$ cat config.mk
export PLATFORM = sky130hd
export DESIGN_NAME = column_reader
export DESIGN_NICKNAME = d
export VERILOG_FILES = /design/src/rtl/column_reader.sv
export SDC_FILE = /design/constraint.sdc
export NUM_CORES = 1
export LEC_CHECK = 0
export CAP_MARGIN = 20
export CORE_ASPECT_RATIO = 1.25
export CORE_MARGIN = 3
export CORE_UTILIZATION = 38
export CTS_CLUSTER_DIAMETER = 40
export DETAILED_ROUTE_END_ITERATION = 10
export PLACE_DENSITY = 0.75
export RECOVER_POWER = 100
export SLEW_MARGIN = 10
export SYNTH_ARGS = -nofsm -noshare
export SYNTH_HDL_FRONTEND = slang
export SYNTH_SLANG_ARGS = --single-unit
$ cat constraint.sdc
create_clock -name clk -period 1.5 [get_ports clk]
set_clock_uncertainty 0.2 [all_clocks]
set_input_delay 0.225 -clock clk [delete_from_list [all_inputs] [get_ports clk]]
set_output_delay 0.225 -clock clk [all_outputs]
set_load 0.05 [all_outputs]
$ cat src/rtl/column_reader.sv
// Read side of the 8x8 IDCT transpose stage.
// Walks the 64-entry row buffer (column-major or linear) and streams each
// coefficient through a single output register over a valid/ready handshake.
module column_reader #(
    parameter int unsigned DATA_W    = 16,
    parameter bit          TRANSPOSE = 1'b1
) (
    input  logic              clk,
    input  logic              rst,
    input  logic              start,
    output logic              busy,
    output logic              done,
    output logic              buf_read_enable,
    output logic [5:0]        buf_index,
    input  logic [DATA_W-1:0] buf_data,
    output logic [DATA_W-1:0] col_data,
    output logic              col_valid,
    input  logic              col_ready,
    output logic              col_last,
    output logic              blk_last
);

    typedef enum logic [1:0] {StIdle, StRead, StDrain} state_t;

    state_t     state_q;
    logic [5:0] cnt_q;
    logic       fire;
    logic       accept;

    // Read strobe and address: index follows the counter and holds while stalled.
    always_comb begin
        fire            = (state_q == StRead) && (!col_valid || col_ready);
        accept          = col_valid && col_ready;
        buf_read_enable = fire;
        if (TRANSPOSE) begin
            // outer counter bits pick the column, inner bits the row (row fastest)
            buf_index = {cnt_q[2:0], cnt_q[5:3]};
        end else begin
            buf_index = cnt_q;
        end
    end

    // Sequencer, read counter and the single output register.
    always_ff @(posedge clk) begin
        if (!rst) begin
            state_q   <= StIdle;
            cnt_q     <= 6'd0;
            busy      <= 1'b0;
            done      <= 1'b0;
            col_data  <= '0;
            col_valid <= 1'b0;
            col_last  <= 1'b0;
            blk_last  <= 1'b0;
        end else begin
            done <= 1'b0;

            if (fire) begin
                col_data  <= buf_data;
                col_valid <= 1'b1;
                col_last  <= (cnt_q[2:0] == 3'd7);
                blk_last  <= (cnt_q == 6'd63);
                cnt_q     <= cnt_q + 6'd1;
            end else if (accept) begin
                col_valid <= 1'b0;
            end

            unique case (state_q)
                StIdle: begin
                    // A start landing in the done cycle is ignored.
                    if (start && !done) begin
                        state_q <= StRead;
                        busy    <= 1'b1;
                    end else begin
                        busy <= 1'b0;
                    end
                end
                StRead: begin
                    if (fire && (cnt_q == 6'd63)) begin
                        state_q <= StDrain;
                    end
                end
                StDrain: begin
                    // busy stays high through the done cycle
                    if (accept) begin
                        state_q <= StIdle;
                        done    <= 1'b1;
                    end
                end
                default: begin
                    state_q <= StIdle;
                end
            endcase
        end
    end

endmodule
Word level (Yosys, flattened, before mapping)
Index checks and enable logic that the tools add are counted.
Storage, ports and cells
  register bits: 29
  input port bits: 20
  output and inout bits: 28
  logic and storage cells: 35
Cells by class
  $add $sub $neg: 1
  eq/ne operators: 7
  muxes and demuxes: 8
  reductions and logical operators: 11
Operators by type and width (number)
  $add 6x1->6 const B: 1
  $eq 6x6->1 const B: 1
  $mux 2: 3
  $pmux 2 s3: 1
  $logic_and 1x1->1: 4
  $mux 1: 4
  $ne 2x2->1 const B: 2
  $eq 3x3->1 const B: 1
  $reduce_and 3->1: 1
  $eq 2x1->1 const B: 1
  $eq 2x2->1 const B: 1
  $logic_not 1->1: 2
  $logic_not 2->1: 1
  $ne 2x1->1 const B: 1
  $reduce_and 2->1: 1
  $reduce_bool 2->1: 1
  $logic_or 1x1->1: 1

Logic depth before layout (Yosys ltp)
  depth in word-level cells: 6
  gate-level depth with buffers: 5
  depth with buffers taken out: 4

Worst setup path before layout
No wires, ideal clock.
  path kind: register -> register
  from: reg cnt_q[0]
  to: reg state_q[0]
  library setup time: 116 ps
  data arrival time: 1751 ps
  data required time: 1184 ps
  slack: -567 ps
  cell stages (with the launch flop): 5
  path buffers: 0
  clock period less this slack: 2067 ps
  cell sequence: dfxtp_1 -> ha_1 -> nand2_1 -> or4_4 -> a31o_2
On the way
  word-level cells in the longest chain between the ends: 4
RTL lines
  start: declaration: RTL line 26  | logic [5:0] cnt_q;
  start signal: assignment: RTL line 62  | cnt_q <= cnt_q + 6'd1;
  $eq 6x6->1: RTL line 78  | if (fire && (cnt_q == 6'd63)) begin
  $logic_and 1x1->1: RTL line 78
  $ne 2x1->1 (no line)
  $reduce_and 3->1 (no line)
  end signal: assignment: RTL line 79  | state_q <= StDrain;
  end signal: assignment: RTL line 85  | state_q <= StIdle;
  end signal: assignment: RTL line 90  | state_q <= StIdle;
  end: declaration: RTL line 25  | state_t state_q;
Every way passes these cells.
A chain may end at the register's enable or synchronous reset.

Worst setup path in the final report
  from: reg cnt_q[1]
  to: reg state_q[0]
The elaborated chain is that of the path after synthesis.

==> reports/summary.log <==
[outcome] outcome finished, violations left
[outcome] violated checks negative setup slack
[min_path] end of the worst hold path col_data[7]
[synthesis] synthesized net count 162
[power] Power per Cell Area 921 mW/mm^2
[worst_setup_path] data required time of the critical path 1.51 ns
[worst_setup_path] number of cell instances on the worst register-to-register path 4
[floorplanning] # rows 22
[grt] via count of the first global-routing pass 1406
[layout] core occupancy in the finished layout 67.0%
[synthesis] post-synthesis cell type with the largest combined area sky130_fd_sc_hd__dfxtp_1
[grt] global-route wire length before repair 6730 um
[synthesis] post-synthesis cell count 140
[placed_design] final weighted congestion in routability-driven placement 0.808
[synthesis] number of synthesized flops with an enable pin 0
[synthesis] count of yosys warnings during synthesis 0
[worst_setup_path] maximum fanout along the worst path 3
[clock_network] sinks on the clock net 29
[worst_setup_path] Critical Path Max Stage Delay 0.55 ns
[grt] residual overflow from global routing 0
[worst_setup_path] critical path start-end classification reg2reg
[detailed_routing] average via count per standard cell 5.57
[timing] final hold violation count 0
[synthesis] share of synthesized registers carrying an async set or reset 0%
[clock_network] total clock buffers created by CTS 5
[power] leakage power total 0.791 nW
[grt] initial antenna violation count 0
[layout] Post-layout nets 232
[synthesis] Post-Syn Area per Cell 8.54 um^2
[detailed_routing] via count 1369
[clock_network] clock-pin slew on the worst setup and hold paths 0.09 ns
[detailed_routing] routed wire length 4150 um
[worst_setup_path] buffering stage count on the worst path with inverters included 0
[detailed_routing] DR DRC count 0
[run] max cap viols 0
[timing] setup repair after global routing missed its margin true
[synthesis] most used standard cells in the synthesized netlist 29 x sky130_fd_sc_hd__dfxtp_1, 24 x sky130_fd_sc_hd__a21oi_1, 22 x sky130_fd_sc_hd__nand3_1, 22 x sky130_fd_sc_hd__o21ai_0, 10 x sky130_fd_sc_hd__clkbuf_1
[layout] layout overhead on the synthesized area 66.4%
[power] VDD IR max 703 uV
[synthesis] Mapped Area 0.00120 mm^2
[timing] clock period minus final worst setup slack 1.63 ns
[floorplanning] height of the chip 68.7 um
[layout] Finished Layout Cells 246
[grt] aggregate global-route resource usage 22.7%
[synthesis] cells taking the most area after synthesis sky130_fd_sc_hd__dfxtp_1 49%, sky130_fd_sc_hd__a21oi_1 10%, sky130_fd_sc_hd__nand3_1 9.2%
[clock_network] TritonCTS clock tree built
[min_path] number of stages on the worst hold path 3
[detailed_routing] violation count after the first detailed-route iteration 43
[min_path] Worst Hold Class in2reg
[floorplanning] starting utilization of the core area 40.2%
[worst_setup_path] family with the most delay on the worst path simple AND/OR/NAND/NOR gates
[worst_setup_path] r2r startpoint cnt_q[1]
[placed_design] cell area after placement 0.00217 mm^2
[min_path] hold wc startpoint buf_data[7]
[timing] final count of pins violating max slew 0
[worst_setup_path] register-to-register path setup slack -0.13 ns
[timing] Max Clk Rate 0.612 GHz
[detailed_routing] mean routed wirelength per cell 16.9 um
[worst_setup_path] kind of start point of the critical path register
[detailed_routing] remaining antenna violation count 0
[worst_setup_path] data arrival time of the critical path 1.65 ns
[synthesis] Yosys top cell area share 48.5%
[timing] Slew @ Worst Pin 0.307 ns
[placed_design] Port Buffer Count 47
[synthesis] Main synth FF type sky130_fd_sc_hd__dfxtp_1
[clock_network] clock latency of the later-clocked register in the worst-skew pair 0.32 ns
[timing] Post-Route Setup TNS -0.441 ns
[timing] post-route clock period utilization 109%
[timing] setup ws final -0.134 ns
[power] sum of internal, switching and leakage power 1.83 mW
[clock_network] Root Buffer sky130_fd_sc_hd__clkbuf_4
[clock_network] Max Root-Sink Buffers 2
[floorplanning] DIE AREA 0.00386 mm^2
[timing] Max-Slew Margin vs Limit 79.4%
[worst_setup_path] Critical Path Slowest Stage Cell sky130_fd_sc_hd__or4_4
[placed_design] placed cell count 234
[worst_setup_path] worst reg2reg endpoint state_q[0]
[layout] share of post-route cells with drive strength above 1 37.6%
[placed_design] Detail Placement HPWL 2900 um
[grt] maximum number of pins on one net before global-route repair 21
[synthesis] post-synthesis cell type count 24
[worst_setup_path] Crit. End Element register
[layout] Filler Cell Count 232
[clock_network] H-tree level count 2
[synthesis] sequential fraction of the synthesis area 48.5%
[floorplanning] core area 0.00297 mm^2
[clock_network] hold buffers post-CTS 0
[layout] antenna diode count 0
[detailed_routing] iteration count of the initial detailed-routing pass 4
[synthesis] most numerous cell in the Yosys netlist sky130_fd_sc_hd__dfxtp_1
[worst_setup_path] CP cell instances ha_4, nand2_2, or4_4, a31o_2
[floorplanning] number of top-level pins 48
[timing] number of setup violations in the final report 10
[synthesis] post-synthesis sequential element count 29
[floorplanning] die boundary width 56.2 um
[layout] final standard cell area without fillers 0.00199 mm^2
## area by class of cell
class	instances	area [um^2]	area share, %
well taps	36	45.0	2.26
flip-flops and latches	29	593	29.8
clock inverters	1	5.00	0.251
clock buffers	6	41.3	2.07
inverters	1	3.75	0.189
multi-input cells	98	616	30.9
repair buffers	75	687	34.5
## cells in the final DEF, fill, tap and decap left out, types with 2 or more instances in the layout
cell and count:
sky130_fd_sc_hd__buf_6 3, sky130_fd_sc_hd__buf_4 22, sky130_fd_sc_hd__clkbuf_1 2, sky130_fd_sc_hd__dfxtp_1 25, sky130_fd_sc_hd__a21oi_1 23, sky130_fd_sc_hd__dfxtp_4 3
sky130_fd_sc_hd__clkbuf_2 20, sky130_fd_sc_hd__clkbuf_4 5, sky130_fd_sc_hd__clkdlybuf4s50_1 18, sky130_fd_sc_hd__buf_12 9, sky130_fd_sc_hd__nand2_1 3, sky130_fd_sc_hd__nand3_2 2
sky130_fd_sc_hd__nor2_1 3, sky130_fd_sc_hd__or4_1 2, sky130_fd_sc_hd__o21ai_0 17, sky130_fd_sc_hd__o21ai_1 5, sky130_fd_sc_hd__nand3_1 20, sky130_fd_sc_hd__nand2b_1 4
## flip-flops by register name (all words and copies together), names as in the netlist
name / flops
col_data: 16
cnt_q: 6
state_q: 2
blk_last: 1
busy: 1
col_last: 1
col_valid: 1
done: 1
## how the worst max path moves through the flow
stage	to	cells past startpoint	slack [ns]	startpoint
floorplan	state_q[0]	4	-0.22	cnt_q[1]
global placement	state_q[0]	4	-0.35	col_ready
detailed placement	cnt_q[5]	5	-0.39	col_ready
CTS	buf_read_enable	4	-0.13	col_valid
global route	buf_read_enable	4	-0.19	col_valid
finish	state_q[0]	4	-0.13	cnt_q[1]
## stage by stage
step	setup WS (ns)	hold WS, ns
2_1_floorplan	-0.221	0.165
3_3_place_gp	-0.346	0.299
3_5_place_dp	-0.392	0.306
4_1_cts	-0.127	0.248
5_1_grt	-0.192	0.264
6_report	-0.134	0.259
## worst min-delay path: stages
cell	delay (ns)
sky130_fd_sc_hd__clkdlybuf4s50_1	0.40
sky130_fd_sc_hd__nand3_1	0.06
sky130_fd_sc_hd__a21oi_1	0.05
## logic make-up (layout without fill, tap and decap cells)
group	Yosys count	after routing	share of synthesized area, %
AOI/OAI and AO/OA	51	51	23.3
and+or+nand+nor	44	44	20.4
DFF	29	29	48.5
buffers and inverters	13	83	4.81
adders and majority gates	2	2	2.09
muxes	1	1	0.837
## repair_timing
| action | CTS | global route |
|---|---|---|
| pin swaps | 2 | 2 |
| setup endpoints to repair | 7 | 27 |
| setup buffers | 3 | 2 |
| resized for setup | 11 | 9 |
## routing by layer
| layer | GRT usage, % | part of all wire [%] | vias up |
|---|---|---|---|
| li1 | - | - | 646 |
| met1 | 23.6 | 39 | 682 |
| met2 | 44.2 | 55 | 34 |
| met3 | 7.08 | 4.0 | 7 |
| met4 | 6.23 | 1.4 | 0 |
| met5 | 0 | 0 | - |
## power by group
group	leakage [nW]	switching [mW]	internal (mW)
sequential	0.239	0.0275	0.815
combinational	0.524	0.342	0.226
clock	0.0281	0.251	0.172
(Power assumes the default switching activity.)
